===== src/rtl/conv_pkg.sv =====
// rtl/conv_pkg.sv - shared constants, state enum and clamp helper for the 3x3 window fetcher
// Contents:
//   TAPS            number of taps in a 3x3 window
//   TAP_DR / TAP_DC row/column offset of each tap, tap 0 = top-left, tap 8 = bottom-right
//   state_t         fetcher FSM states
//   clamp_idx()     replicate-border clamp of a signed index into [0, max_val]
package conv_pkg;

  localparam int TAPS = 9;

  localparam int TAP_DR [TAPS] = '{-1, -1, -1, 0, 0, 0, 1, 1, 1};
  localparam int TAP_DC [TAPS] = '{-1, 0, 1, -1, 0, 1, -1, 0, 1};

  typedef enum logic [1:0] {
    ST_IDLE,
    ST_FETCH,
    ST_DRAIN,
    ST_PRESENT
  } state_t;

  function automatic int clamp_idx(input int val, input int max_val);
    if (val < 0) return 0;
    if (val > max_val) return max_val;
    return val;
  endfunction

endpackage


===== src/rtl/conv_tap_addr_gen.sv =====
// rtl/conv_tap_addr_gen.sv - combinational clamped BRAM address for one tap of a 3x3 window
// Ports:
//   row, col  centre pixel of the window
//   tap       tap index 0..8 (values above 8 are treated as tap 8)
//   addr      row-major address of the border-clamped tap pixel
module conv_tap_addr_gen
  import conv_pkg::*;
#(
  parameter int IMG_W  = 128,
  parameter int IMG_H  = 128,
  parameter int ADDR_W = $clog2(IMG_W * IMG_H),
  parameter int ROW_W  = $clog2(IMG_H),
  parameter int COL_W  = $clog2(IMG_W)
) (
  input  logic [ROW_W-1:0]  row,
  input  logic [COL_W-1:0]  col,
  input  logic [3:0]        tap,
  output logic [ADDR_W-1:0] addr
);

  int tap_i;
  int r_cl;
  int c_cl;

  always_comb begin
    tap_i = (int'(tap) > TAPS - 1) ? TAPS - 1 : int'(tap);
    r_cl  = clamp_idx(int'(row) + TAP_DR[tap_i], IMG_H - 1);
    c_cl  = clamp_idx(int'(col) + TAP_DC[tap_i], IMG_W - 1);
    // Computed in 32-bit arithmetic; ADDR_W always covers IMG_W*IMG_H-1.
    addr  = ADDR_W'(r_cl * IMG_W + c_cl);
  end

endmodule


===== src/rtl/conv_window_fetch.sv =====
// rtl/conv_window_fetch.sv - raster-order 3x3 neighbourhood fetcher with valid/ready window output
// Ports:
//   clk, reset          clock, synchronous active-high reset
//   start, busy, done   frame control: start pulse, busy while walking, done pulse at end
//   mem_en, mem_addr    BRAM read port request
//   mem_dout            BRAM read data, RD_LAT cycles after the address
//   win_data            9 taps, tap0 in the MSBs
//   win_row, win_col    centre coordinates of the presented window
//   win_valid/win_ready window handshake
module conv_window_fetch
  import conv_pkg::*;
#(
  parameter int PIX_W  = 8,
  parameter int IMG_W  = 128,
  parameter int IMG_H  = 128,
  parameter int RD_LAT = 1,
  parameter int ADDR_W = $clog2(IMG_W * IMG_H)
) (
  input  logic                       clk,
  input  logic                       reset,
  input  logic                       start,
  output logic                       busy,
  output logic                       done,
  output logic                       mem_en,
  output logic [ADDR_W-1:0]          mem_addr,
  input  logic [PIX_W-1:0]           mem_dout,
  output logic [TAPS*PIX_W-1:0]      win_data,
  output logic [$clog2(IMG_H)-1:0]   win_row,
  output logic [$clog2(IMG_W)-1:0]   win_col,
  output logic                       win_valid,
  input  logic                       win_ready
);

  localparam int ROW_W = $clog2(IMG_H);
  localparam int COL_W = $clog2(IMG_W);
  localparam int DW    = (RD_LAT > 1) ? $clog2(RD_LAT) : 1;
  localparam logic [3:0]    LAST_TAP   = 4'(TAPS - 1);
  localparam logic [DW-1:0] DRAIN_LAST = DW'(RD_LAT - 1);

  state_t              state, state_nxt;
  logic [3:0]          tap;
  logic [DW-1:0]       drain_cnt;
  logic [ROW_W-1:0]    row;
  logic [COL_W-1:0]    col;
  logic [ADDR_W-1:0]   tap_addr;
  logic [ADDR_W-1:0]   addr_hold;
  logic                pipe_vld [RD_LAT];
  logic [3:0]          pipe_tap [RD_LAT];
  logic [PIX_W-1:0]    slot [TAPS];
  logic                done_q;
  logic                last_pix;
  logic                handshake;

  assign last_pix  = (row == ROW_W'(IMG_H - 1)) && (col == COL_W'(IMG_W - 1));
  assign handshake = (state == ST_PRESENT) && win_ready;

  conv_tap_addr_gen #(
    .IMG_W  (IMG_W),
    .IMG_H  (IMG_H),
    .ADDR_W (ADDR_W),
    .ROW_W  (ROW_W),
    .COL_W  (COL_W)
  ) u_addr_gen (
    .row  (row),
    .col  (col),
    .tap  (tap),
    .addr (tap_addr)
  );

  always_ff @(posedge clk) begin
    if (reset) state <= ST_IDLE;
    else       state <= state_nxt;
  end

  always_comb begin
    state_nxt = state;
    case (state)
      ST_IDLE:    if (start) state_nxt = ST_FETCH;
      ST_FETCH:   if (tap == LAST_TAP) state_nxt = ST_DRAIN;
      ST_DRAIN:   if (drain_cnt == DRAIN_LAST) state_nxt = ST_PRESENT;
      ST_PRESENT: if (win_ready) state_nxt = last_pix ? ST_IDLE : ST_FETCH;
      default:    state_nxt = ST_IDLE;
    endcase
  end

  always_ff @(posedge clk) begin
    if (reset) begin
      tap       <= '0;
      drain_cnt <= '0;
      row       <= '0;
      col       <= '0;
      addr_hold <= '0;
      done_q    <= 1'b0;
      for (int i = 0; i < RD_LAT; i++) begin
        pipe_vld[i] <= 1'b0;
        pipe_tap[i] <= '0;
      end
      for (int k = 0; k < TAPS; k++) slot[k] <= '0;
    end else begin
      tap       <= (state == ST_FETCH) ? tap + 4'd1 : 4'd0;
      drain_cnt <= (state == ST_DRAIN) ? drain_cnt + DW'(1) : '0;
      if (state == ST_FETCH) addr_hold <= tap_addr;

      if (state == ST_IDLE && start) begin
        row <= '0;
        col <= '0;
      end else if (handshake && !last_pix) begin
        if (col == COL_W'(IMG_W - 1)) begin
          col <= '0;
          row <= row + ROW_W'(1);
        end else begin
          col <= col + COL_W'(1);
        end
      end

      done_q <= handshake && last_pix;

      // Tap index travels alongside the read so data lands in the right slot.
      pipe_vld[0] <= (state == ST_FETCH);
      pipe_tap[0] <= tap;
      for (int i = 1; i < RD_LAT; i++) begin
        pipe_vld[i] <= pipe_vld[i-1];
        pipe_tap[i] <= pipe_tap[i-1];
      end

      for (int k = 0; k < TAPS; k++) begin
        if (pipe_vld[RD_LAT-1] && pipe_tap[RD_LAT-1] == 4'(k)) slot[k] <= mem_dout;
      end
    end
  end

  always_comb begin
    busy      = (state != ST_IDLE);
    mem_en    = (state == ST_FETCH);
    mem_addr  = mem_en ? tap_addr : addr_hold;
    win_valid = (state == ST_PRESENT);
    done      = done_q;
    win_row   = row;
    win_col   = col;
    win_data  = '0;
    for (int k = 0; k < TAPS; k++) win_data[(TAPS-1-k)*PIX_W +: PIX_W] = slot[k];
  end

endmodule


===== config.mk =====
export PLATFORM = sky130hd
export DESIGN_NAME = conv_window_fetch
export DESIGN_NICKNAME = d
export VERILOG_FILES = /design/src/rtl/conv_pkg.sv /design/src/rtl/conv_tap_addr_gen.sv /design/src/rtl/conv_window_fetch.sv
export SDC_FILE = /design/constraint.sdc
export NUM_CORES = 1
export LEC_CHECK = 0
export ABC_AREA = 0
export BUFFER_PORTS_ARGS = -buffer_cell sky130_fd_sc_hd__buf_2
export CORE_MARGIN = 3
export CORE_UTILIZATION = 40
export CTS_BUF_LIST = sky130_fd_sc_hd__clkbuf_2
export DETAILED_ROUTE_END_ITERATION = 12
export GPL_TIMING_DRIVEN = 0
export PLACE_DENSITY = 0.72
export SLEW_MARGIN = 40
export SYNTH_ARGS = -nofsm -noshare
export SYNTH_HDL_FRONTEND = slang
export SYNTH_SLANG_ARGS = --single-unit

===== constraint.sdc =====
create_clock -name clk -period 9.7 [get_ports clk]
set_input_delay 2.91 -clock clk [delete_from_list [all_inputs] [get_ports clk]]
set_output_delay 2.91 -clock clk [all_outputs]
set_load 0.005 [all_outputs]

==> results.md <==
* WHS at 0.439 ns
* TritonCTS buffer count at 17
* WP data arrival at 5.63 ns
* Delay-heaviest family, CP: buffers and inverters
* Initial antenna violation count at 0
* Resized Gates After CTS at 0
* Starting density of the core at 41.6%
* Drt wl/cell at 15.0 um
* DR top layer: met4
* Drt first pass iters at 5
* Yosys reg bits at about 110
* Hold Vio Cnt, Final at 0
* Met3 routed WL at approximately 850 um
* WHS Path Cells at 1
* Critical path's slowest cell: fa_1
* Ports at 116
* Diode count at 0
* Critical-path maximum fanout at 18
* Mapped Avg Cell Area at approximately 11 sq um
* Clock Sinks at 113
* Warnings from Yosys at 0
* Die width at roughly 120 um
* Setup violators final at 0
* Total number of vias at 4248
* Critical path endpoint category: output port
* Antenna viol nets, final at 0
* Final min period at 8.54 ns
* Root buffer cell: clkbuf_2
* Clk Latency, worst-skew pair at between 0.6 and 0.7 ns
* Die Ht at 124 um
* Crit Reg-Reg Startpoint: tap[3]
* Syn Inst Count at 492
* Metal-1 WL at 5.34 mm
* Synthesis-to-layout area growth at 19.4%
* Clock Skew at 0.0273 ns
* First-pass GRT wire length at 20.4 mm
* CP Launch Type: register
* Worst Hold Launch: drain_cnt
* Total wire length at around 12 mm
* Worst r2r dst: addr_hold[8]
* I/O Buffers at 114
* PwrDens at 179 nW/um^2
* Worst r2r path cells at 21
* Post-synth cell types at 58
* Fin nets at 692
* R2R setup slack at ~4.6 ns
* Maxcap violations at 0
* WHS Endpoint: drain_cnt
* GP Congestion at 0.834
* Least-Margin Pin Slew at roughly 0.53 ns
* Die area at 15500 sq um
* Post-route DRC at 0
* H-Tree Depth at 4
* Async set-or-reset flop fraction in the synthesized netlist at 0%
* Slew margin rel. at around 64%
* Avg Vias per Cell at 5.17
* Gr ovfl total at 0
* Worst-path cell chain: buf_2, a211o_1, buf_6, inv_1, buf_2, ha_1, clkdlybuf4s25_2, a211oi_2, a21oi_1, o21ai_0, ha_1, buf_2, nor4bb_1, nand4_1, a311oi_1, and2_1, clkbuf_1, a21oi_1, fa_1, mux2_2, buf_2
* Cell area after synthesis at between 5000 and 6000 sq um
* Required time worst endpoint at 6.79 ns
* Global router's overall resource usage at ~16%
* DRT iter0 DRCs at 263
* Status: finished clean
* Met2 wire len at approximately 6 mm
* Clock Tree Buf Depth at 2
* Setup TNS at 0 ns
* Largest net degree at the start of global routing at 19
* Post-DP HPWL at slightly above 9 mm
* Final Total Pwr at 0.00120 W
* Kind of critical path: register to output port
* Row count at 42
* Max stage delay on crit path at 0.50 ns
* Primary FF master, synth: edfxtp_1
* # hold bufs at CTS at 0
* Lkg Pwr at 2.91 nW
* Fraction of layout cells with a size suffix above 1 at 27.1%
* Fin. max-slew vios at 0
* Vias in the first global route at 4122
* Worst-path clk slew at 0.18 ns
* Max Fclk at 117 MHz
* RSZ-0062 raised after global routing: false
* IR drop worst, VDD at roughly 96 uV
* Hold Path Class: register to register
* Cell mode on critical path: buf_2
* Core area at 13500 sq um
* Share of the yosys chip area belonging to registers at between 50% and 60%
* Worst path buffer plus inverter count at 8
* Final period utilization at 88.1%
* Post-CTS Setup Bufs at 0
* Post-synth EDFFs at 72
* CTS tree: built
synth_stat cells, types with 3 or more instances:
| master | instances | area share [%] |
|---|---|---|
| nand3_1 | 6 | 0.54 |
| nor4_1 | 3 | 0.34 |
| o21a_1 | 3 | 0.40 |
| a31o_2 | 4 | 0.63 |
| or3_1 | 3 | 0.34 |
| o211ai_1 | 3 | 0.40 |
| nand2b_1 | 5 | 0.56 |
| o21ai_0 | 16 | 1.4 |
| o21bai_1 | 4 | 0.54 |
| edfxtp_1 | 72 | 39 |
| clkbuf_1 | 11 | 0.74 |
| nand4_1 | 7 | 0.78 |
| a21oi_1 | 28 | 2.5 |
| xnor2_1 | 13 | 2.0 |
| nor2_1 | 43 | 2.9 |
| a22oi_1 | 7 | 0.94 |
| mux2_2 | 4 | 0.80 |
| nor3b_1 | 4 | 0.54 |
| nor2b_1 | 14 | 1.6 |
| dfxtp_1 | 41 | 15 |
| inv_1 | 20 | 1.3 |
| o41ai_1 | 4 | 0.63 |
| nand3b_1 | 3 | 0.40 |
| nor4bb_1 | 3 | 0.54 |
| mux2i_1 | 5 | 0.89 |
| nand2_1 | 32 | 2.1 |
| buf_6 | 3 | 0.60 |
| a211oi_1 | 3 | 0.40 |
| buf_2 | 6 | 0.54 |
| a21o_1 | 6 | 0.80 |
| and2_1 | 12 | 1.3 |
| o221ai_1 | 6 | 0.94 |
| ha_1 | 46 | 10 |
| xor2_1 | 14 | 2.2 |
| nor3_1 | 7 | 0.63 |
flip-flops by register name (all words and copies together), names as in the netlist:
name and count:
slot 72, addr_hold 14, done 1, pipe_vld 1, pipe_tap 4, tap 4, win_col 7, state 2
win_row 7, drain_cnt 1
cells in the final DEF, fill, tap and decap left out, drive strengths merged, types with 4 or more instances in the layout:
| cell | synthesis | final |
|---|---|---|
| buf | 10 | 125 |
| edfxtp | 72 | 72 |
| ha | 46 | 46 |
| nor2 | 43 | 43 |
| dfxtp | 41 | 41 |
| nand2 | 32 | 32 |
| clkbuf | 11 | 29 |
| a21oi | 28 | 28 |
| inv | 20 | 20 |
| o21ai | 16 | 16 |
| xor2 | 14 | 14 |
| nor2b | 14 | 14 |
| xnor2 | 13 | 13 |
| and2 | 12 | 12 |
| clkinv | 1 | 8 |
| nand4 | 7 | 7 |
| nor3 | 7 | 7 |
| a22oi | 7 | 7 |
| conb | 1 | 7 |
| a21o | 6 | 6 |
| nand3 | 6 | 6 |
| o221ai | 6 | 6 |
| mux2i | 5 | 5 |
| nand2b | 5 | 5 |
| clkinvlp | 0 | 5 |
| o41ai | 5 | 5 |
| mux2 | 4 | 4 |
| a31o | 4 | 4 |
| or3 | 4 | 4 |
| a211oi | 4 | 4 |
| o21a | 4 | 4 |
| nor3b | 4 | 4 |
| o21bai | 4 | 4 |
how the worst max path moves through the flow:
stage / depth (start not counted) / slack [ns] / to / startpoint
detailed placement: 21 / 1.90 / mem_addr[8] / tap[2]
global route: 25 / 0.68 / mem_addr[12] / tap[3]
global placement: 21 / 1.20 / mem_addr[0] / tap[0]
floorplan: 20 / 2.05 / mem_addr[0] / tap[0]
CTS: 21 / 1.08 / mem_addr[8] / tap[3]
finish: 21 / 1.16 / mem_addr[8] / tap[3]
report_power, final:
part	internal (W)	total [W]	switching, W	leakage, nW
Clock	0.000117	0.000299	0.000182	0.129
Sequential	0.000564	0.000584	0.0000200	1.08
Combinational	0.000135	0.000315	0.000180	1.70
metrics by stage:
stage / cell area (sq um) / setup WS [ns] / utilization [%] / std cells
6_report: 6690 / 1.16 / 49.7 / 821
5_1_grt: 6690 / 0.681 / 49.7 / 821
4_1_cts: 6680 / 1.08 / 49.6 / 821
3_5_place_dp: 6450 / 1.90 / 47.9 / 789
3_3_place_gp: 6410 / 1.20 / 47.7 / 788
2_1_floorplan: 5620 / 2.05 / - / 498
per-layer routing:
layer / GRT usage (%) / up-vias
li1: - / 2077
met1: 19.2 / 1996
met2: 27.4 / 161
met3: 5.49 / 14
met4: 5.87 / 0
met5: 0 / -
final cells by class:
cell class / count / area, sq um
clock buffer: 18 / 90.1
clock inverter: 14 / 143
fill: 1258 / 6770
buffer: 22 / 123
sequential: 113 / 2980
inverter: 21 / 78.8
multi-input combinational: 342 / 2460
tap: 176 / 220
timing repair buffer: 115 / 586
cells by family (layout without fill, tap and decap cells):
kind of cell	count (synthesis)	in the layout	share of synthesized area, %
and+or+nand+nor	149	149	13.5
DFF	113	113	53.2
AOI/OAI and AO/OA	102	102	12.7
adders and majority gates	48	48	11.0
buffers and inverters	43	190	3.60
xor gates and xnor gates	27	27	4.22
muxes	9	9	1.70
other	1	7	0.0669
Power figures use the tool's default switching activity.
